==> src/rtl/load_store_unit_if.sv <==
// Core-side request/response and memory-side bus of the load/store unit.
// slave is the unit's view; master is the core/memory side.
interface load_store_unit_if;
  logic        req_valid;
  logic        req_ready;
  logic        req_we;
  logic [1:0]  req_size;
  logic        req_unsigned;
  logic [31:0] req_addr;
  logic [31:0] req_wdata;
  logic        rsp_valid;
  logic [31:0] rsp_rdata;
  logic        rsp_misaligned;
  logic        mem_write;
  logic [31:0] mem_addr;
  logic [31:0] mem_wdata;
  logic [31:0] mem_rdata;

  modport slave (
    input  req_valid, req_we, req_size, req_unsigned, req_addr, req_wdata, mem_rdata,
    output req_ready, rsp_valid, rsp_rdata, rsp_misaligned, mem_write, mem_addr, mem_wdata
  );

  modport master (
    output req_valid, req_we, req_size, req_unsigned, req_addr, req_wdata, mem_rdata,
    input  req_ready, rsp_valid, rsp_rdata, rsp_misaligned, mem_write, mem_addr, mem_wdata
  );
endinterface

==> src/rtl/load_store_unit.sv <==
// Sub-word load/store front end: little-endian lane select, load extension,
// read-modify-write for byte/half stores and trapping of misaligned accesses.
module load_store_unit #(
  parameter int WORD_ADDR_BITS = 10
) (
  input logic                clk,
  input logic                rst_n,
  load_store_unit_if.slave   bus
);

  typedef enum logic [1:0] {
    ST_IDLE  = 2'd0,
    ST_READ  = 2'd1,
    ST_WRITE = 2'd2,
    ST_RESP  = 2'd3
  } state_t;

  state_t      state_r;
  state_t      next_state_s;
  logic        we_r;
  logic [1:0]  size_r;
  logic        uns_r;
  logic [31:0] addr_r;
  logic [31:0] wdata_r;
  logic        mis_r;
  logic [31:0] rbuf_r;
  logic        accept_s;
  logic        mis_s;

  // Select the addressed lane of a memory word and extend it to 32 bits.
  function automatic logic [31:0] load_extend(input logic [31:0] word, input logic [1:0] size,
                                              input logic [1:0] ofs, input logic uns);
    logic [7:0]  b;
    logic [15:0] h;
    logic [31:0] r;
    b = 8'(word >> {ofs, 3'b000});
    h = 16'(word >> {ofs[1], 4'b0000});
    case (size)
      2'b00:   r = uns ? {24'h000000, b} : {{24{b[7]}}, b};
      2'b01:   r = uns ? {16'h0000, h} : {{16{h[15]}}, h};
      default: r = word;
    endcase
    return r;
  endfunction

  // Replace the addressed lane of the old word with right-aligned store data.
  function automatic logic [31:0] store_merge(input logic [31:0] old, input logic [31:0] wdata,
                                              input logic [1:0] size, input logic [1:0] ofs);
    logic [31:0] mask;
    logic [31:0] data;
    logic [31:0] r;
    case (size)
      2'b00: begin
        mask = 32'h000000FF << {ofs, 3'b000};
        data = {24'h000000, wdata[7:0]} << {ofs, 3'b000};
        r    = (old & ~mask) | data;
      end
      2'b01: begin
        mask = 32'h0000FFFF << {ofs[1], 4'b0000};
        data = {16'h0000, wdata[15:0]} << {ofs[1], 4'b0000};
        r    = (old & ~mask) | data;
      end
      default: begin
        mask = 32'hFFFFFFFF;
        data = wdata;
        r    = data;
      end
    endcase
    return r;
  endfunction

  assign accept_s = (state_r == ST_IDLE) && bus.req_valid;
  assign mis_s    = ((bus.req_size == 2'b01) && bus.req_addr[0]) ||
                    (bus.req_size[1] && (bus.req_addr[1:0] != 2'b00));

  // FSM state register.
  always_ff @(posedge clk or negedge rst_n) begin
    if (!rst_n) begin
      state_r <= ST_IDLE;
    end else begin
      state_r <= next_state_s;
    end
  end

  // Next-state decode.
  always_comb begin
    next_state_s = state_r;
    case (state_r)
      ST_IDLE: begin
        if (!accept_s) begin
          next_state_s = ST_IDLE;
        end else if (mis_s) begin
          next_state_s = ST_RESP;
        end else if (bus.req_we && bus.req_size[1]) begin
          next_state_s = ST_WRITE;
        end else begin
          next_state_s = ST_READ;
        end
      end
      ST_READ: begin
        if (we_r) begin
          next_state_s = ST_WRITE;
        end else begin
          next_state_s = ST_RESP;
        end
      end
      ST_WRITE: next_state_s = ST_RESP;
      ST_RESP:  next_state_s = ST_IDLE;
      default:  next_state_s = ST_IDLE;
    endcase
  end

  // Request capture on accept and read-buffer load in READ.
  always_ff @(posedge clk or negedge rst_n) begin
    if (!rst_n) begin
      we_r    <= 1'b0;
      size_r  <= 2'b00;
      uns_r   <= 1'b0;
      addr_r  <= 32'h00000000;
      wdata_r <= 32'h00000000;
      mis_r   <= 1'b0;
      rbuf_r  <= 32'h00000000;
    end else begin
      if (accept_s) begin
        we_r    <= bus.req_we;
        size_r  <= bus.req_size;
        uns_r   <= bus.req_unsigned;
        addr_r  <= bus.req_addr;
        wdata_r <= bus.req_wdata;
        mis_r   <= mis_s;
      end
      if (state_r == ST_READ) begin
        rbuf_r <= bus.mem_rdata;
      end
    end
  end

  // Outputs decoded from registered state only; nothing flows from req_* to mem_*.
  always_comb begin
    bus.req_ready      = (state_r == ST_IDLE);
    bus.rsp_valid      = (state_r == ST_RESP);
    bus.rsp_misaligned = (state_r == ST_RESP) && mis_r;
    bus.mem_write      = (state_r == ST_WRITE);
    bus.mem_addr       = {addr_r[31:WORD_ADDR_BITS+2], addr_r[WORD_ADDR_BITS+1:2], 2'b00};
    bus.mem_wdata      = store_merge(rbuf_r, wdata_r, size_r, addr_r[1:0]);
    if ((state_r == ST_RESP) && !we_r && !mis_r) begin
      bus.rsp_rdata = load_extend(rbuf_r, size_r, addr_r[1:0], uns_r);
    end else begin
      bus.rsp_rdata = 32'h00000000;
    end
  end

endmodule

==> src/flat_wrapper.sv <==
// flat-port wrapper written by rule: the top's interface ports become plain ports
module load_store_unit_flat 
#(
  parameter int WORD_ADDR_BITS = 10
)
  (clk, rst_n, bus_req_valid, bus_req_we, bus_req_size, bus_req_unsigned, bus_req_addr, bus_req_wdata, bus_mem_rdata, bus_req_ready, bus_rsp_valid, bus_rsp_rdata, bus_rsp_misaligned, bus_mem_write, bus_mem_addr, bus_mem_wdata);
  load_store_unit_if bus_i ();
  input logic clk;
  input logic rst_n;
  input wire logic [$bits(bus_i.req_valid)-1:0] bus_req_valid;
  input wire logic [$bits(bus_i.req_we)-1:0] bus_req_we;
  input wire logic [$bits(bus_i.req_size)-1:0] bus_req_size;
  input wire logic [$bits(bus_i.req_unsigned)-1:0] bus_req_unsigned;
  input wire logic [$bits(bus_i.req_addr)-1:0] bus_req_addr;
  input wire logic [$bits(bus_i.req_wdata)-1:0] bus_req_wdata;
  input wire logic [$bits(bus_i.mem_rdata)-1:0] bus_mem_rdata;
  output wire logic [$bits(bus_i.req_ready)-1:0] bus_req_ready;
  output wire logic [$bits(bus_i.rsp_valid)-1:0] bus_rsp_valid;
  output wire logic [$bits(bus_i.rsp_rdata)-1:0] bus_rsp_rdata;
  output wire logic [$bits(bus_i.rsp_misaligned)-1:0] bus_rsp_misaligned;
  output wire logic [$bits(bus_i.mem_write)-1:0] bus_mem_write;
  output wire logic [$bits(bus_i.mem_addr)-1:0] bus_mem_addr;
  output wire logic [$bits(bus_i.mem_wdata)-1:0] bus_mem_wdata;
  assign bus_i.req_valid = bus_req_valid;
  assign bus_i.req_we = bus_req_we;
  assign bus_i.req_size = bus_req_size;
  assign bus_i.req_unsigned = bus_req_unsigned;
  assign bus_i.req_addr = bus_req_addr;
  assign bus_i.req_wdata = bus_req_wdata;
  assign bus_i.mem_rdata = bus_mem_rdata;
  assign bus_req_ready = bus_i.req_ready;
  assign bus_rsp_valid = bus_i.rsp_valid;
  assign bus_rsp_rdata = bus_i.rsp_rdata;
  assign bus_rsp_misaligned = bus_i.rsp_misaligned;
  assign bus_mem_write = bus_i.mem_write;
  assign bus_mem_addr = bus_i.mem_addr;
  assign bus_mem_wdata = bus_i.mem_wdata;
  load_store_unit #(.WORD_ADDR_BITS(WORD_ADDR_BITS)) u_core (.clk(clk), .rst_n(rst_n), .bus(bus_i));
endmodule
==> config.mk <==
export PLATFORM = sky130hd
export DESIGN_NAME = load_store_unit_flat
export DESIGN_NICKNAME = d
export VERILOG_FILES = /design/src/rtl/load_store_unit_if.sv /design/src/rtl/load_store_unit.sv /design/src/flat_wrapper.sv
export SDC_FILE = /design/constraint.sdc
export NUM_CORES = 1
export LEC_CHECK = 0
export CAP_MARGIN = 10
export CORE_MARGIN = 2
export CORE_UTILIZATION = 35
export CTS_CLUSTER_DIAMETER = 120
export DETAILED_ROUTE_END_ITERATION = 7
export GPL_ROUTABILITY_DRIVEN = 1
export PLACE_DENSITY_LB_ADDON = 0.05
export SYNTH_ARGS = -nofsm -noshare
export SYNTH_HDL_FRONTEND = slang
export SYNTH_SLANG_ARGS = --single-unit
==> constraint.sdc <==
create_clock -name clk -period 3.65 [get_ports clk]
set_input_delay 0.73 -clock clk [delete_from_list [all_inputs] [get_ports clk]]
set_output_delay 0.73 -clock clk [all_outputs]
set_load 0.005 [all_outputs]
==> impl_results.md <==
* Status: complete, no violations
* Worst vdd ir at 0.000463 V
* Post-cts resize count at 0
* Net Sw Power at 2.64 mW
* YS warnings at 0
* # H-tree levels at 3
* Starting Density at 36.1%
* Critical Path, Cell by Cell: buf_4 -> or3_1 -> o32ai_4 -> a21oi_2 -> a221oi_1 -> clkdlybuf4s50_1
* Worst Skew at 9.05 ps
* Initial detailed-routing violation count at 299
* Vias in the first global route at 4564
* GPL Wtd Cong at 0.891
* Core area at 0.0153 mm2
* Worst R2R End: u_core.wdata_r[29]
* Crit path max-delay family: buffers and inverters
* Top-count cell post-synth: dfrtp_1
* Synth cell count leaders: dfrtp_1 (103), mux2_2 (95), nand2_1 (94), o21ai_0 (39), buf_4 (32)
* Non-filler cells, final at 899
* Die footprint at 0.0168 mm2
* Register area at 0.00258 mm2
* DR vias/cell at 5.01
* PortBufs at 200
* Hold violation total from the final report at 0
* Slowest Stage Delay on Critical Path at 570 ps
* CP max stage cell: clkdlybuf4s50_1
* Post-DP HPWL at 13000 um
* Post-synth EDFFs at 0
* CP endpoint kind: output pin
* Unrepaired setup endpoints after global routing: false
* CTS tree: built
* Post-layout nets at 791
* Pleak at 3.27 nW
* Top post-synthesis cells by area: dfrtp_1 (47%), mux2_2 (19%), nand2_1 (6.4%)
* Max Cap Viol at 0
* Antenna violations before repair at 0
* Required time worst endpoint at 2920 ps
* Filler cells at 1424
* Internal power at 4.38 mW
* Power Density at 895 mW/mm2
* Comb pwr share at 52.7%
* First-pass GRT wire length at 26000 um
* Total negative setup slack at 0 ps
* Wirelength per Cell at 19.1 um
* R2r setup slk at 1660 ps
* Clk buf depth at 2
* Clock transition at the registers of the reported paths at 70 ps
* First-pass DRT Iterations at 4
* Mapped Area at 0.00553 mm2
* Achievable Freq at 292 MHz
* Design Area, Final at 0.00784 mm2
* Layout cells sized above 1 at 19.2%
* # clock sinks at 103
* Vias at 4507
* Skew-Pair Late Insertion Delay at 350 ps
* Top_reg_cell synth: dfrtp_1
* Die Y at 130 um
* DRC at 0
* Top cell type's share of synthesized area at 46.6%
* CTS root buf: clkbuf_16
* Worst-path fanout max at 25
* Total gr overflow at 0
* Gr usage total at 20.6%
* Slew headroom at 36.9%
* Largest net degree at the start of global routing at 73
* Reg-to-Reg Start: u_core.state_r[0]
* Worst path buffer plus inverter count at 2
* Async S/R FF share, synth at 100%
* Worst path arrival time at 2700 ps
* Yosys reg bits at 103
* Net Sw Frac at 37.6%
* Die Wd at 130 um
* Hold Crit Class: in -> async
* Post-placement cell area at 0.00751 mm2
* # diodes at 0
* Cell taking the most area after synthesis: dfrtp_1
* Crit share post-route at 93.9%
* Post-CTS setup buffers at 0
* Boundary pin count at 203
* Area of the multi-input gates at 0.00249 mm2
* Num rows at 45
* Startpoint types: register
* Sequential share of the synthesized area at 46.6%
* Crit path time final at 3430 ps
* Total Wirelength at 17200 um
* Synth Instances at 526
* Clock share of power at 14.9%
* Tightest Pin Transition at 946 ps
* Setup-failing EPs final at 0
* Post-Place Cells at 883
* CTS Buf Count at 9
* Routed Antenna Nets at 0
* Yosys cell types at 43
* Area delta synth->final at 41.9%
* Sequential share of power at 32.4%
* Hold_buf cts at 0
* Critical path class: reg -> out
* Slew Limit Fails at 0
* Mean Syn Cell Area at 10.5 um2
* Cell depth of the worst flop-to-flop path at 4
[worst max path at each step]
stage                        endpoint  depth (start not counted)              start  slack (ps)
floorplan           bus_rsp_rdata[24]                          7  u_core.state_r[0]        1340
global placement     bus_rsp_rdata[1]                          6   u_core.addr_r[0]         670
detailed placement  bus_rsp_rdata[11]                          6   u_core.size_r[0]         630
CTS                 bus_rsp_rdata[11]                          6   u_core.size_r[0]         240
global route        bus_mem_wdata[12]                          6   u_core.addr_r[1]          70
finish              bus_rsp_rdata[13]                          6   u_core.size_r[0]         220
[sequential cells by signal, indices dropped and copies added, names as in the netlist]
signal,count
u_core.uns_r,1
u_core.state_r,2
u_core.rbuf_r,32
u_core.size_r,2
u_core.wdata_r,32
u_core.we_r,1
u_core.mis_r,1
u_core.addr_r,32
[cell usage in the layout, fill, tap and decap left out, types with 2 or more instances in the layout]
| master | n |
|---|---|
| a2bb2oi_1 | 5 |
| mux2_2 | 95 |
| dfrtp_1 | 102 |
| o22ai_1 | 7 |
| o22a_1 | 5 |
| a22o_1 | 8 |
| mux2i_1 | 10 |
| inv_6 | 2 |
| buf_4 | 11 |
| a22oi_1 | 13 |
| nor3_1 | 5 |
| clkbuf_8 | 2 |
| o21ai_0 | 39 |
| clkdlybuf4s50_1 | 199 |
| nor2_1 | 4 |
| conb_1 | 2 |
| nand2b_1 | 2 |
| a32oi_1 | 2 |
| clkbuf_16 | 9 |
| inv_1 | 22 |
| a21oi_1 | 11 |
| nor2b_1 | 3 |
| ha_1 | 5 |
| nand2_1 | 93 |
| a221oi_1 | 8 |
[per-layer routing]
| metal | up-vias | global-route usage (%) | share of wire [%] | wire length, um |
|---|---|---|---|---|
| li1 | 2111 | - | - | - |
| met1 | 2199 | 26.6 | 42 | 7290 |
| met2 | 184 | 34.2 | 49 | 8370 |
| met3 | 13 | 6.56 | 7.8 | 1340 |
| met4 | 0 | 4.30 | 1.1 | 186 |
| met5 | - | 0 | 0 | 0 |
[cell families (layout without fill, tap and decap cells)]
group,count (synthesis),count (layout),synth area share (%)
compound gates,110,110,14.2
flops,103,103,46.6
other cells,1,2,0.0679
buf+inv,88,249,8.42
mux,105,105,21.2
simple gates,114,114,8.42
fa+ha+maj,5,5,1.13
[power groups by stage]
| stage | clock network [mW] | logic [mW] | registers, mW |
|---|---|---|---|
| after CTS | 1.08 | 3.74 | 2.28 |
| after detailed placement | 0 | 3.72 | 2.30 |
| after floorplan | 0 | 2.30 | 2.02 |
| after global placement | 0 | 3.70 | 2.28 |
| final | 1.04 | 3.70 | 2.27 |
| after global routing | 1.12 | 4.05 | 2.36 |
[cell type report]
cell class	count	share of cell area, %
Sequential cell	103	32.9
Tap cell	211	3.37
Clock inverter	5	0.926
Multi-Input combinational cell	336	31.8
Clock buffer	11	3.22
Timing Repair Buffer	211	26.7
Inverter	22	1.05
[metrics by stage]
stage | hold WS (ps) | worst slack [ps] | utilization, % | power [mW]
3_5_place_dp | 493 | 625 | 49.1 | 6.02
3_3_place_gp | 488 | 670 | 49.1 | 5.98
6_report | 369 | 223 | 51.2 | 7.02
5_1_grt | 417 | 73.4 | 51.2 | 7.53
4_1_cts | 415 | 235 | 51.2 | 7.10
2_1_floorplan | 434 | 1340 | - | 4.32
(Power assumes the default switching activity.)
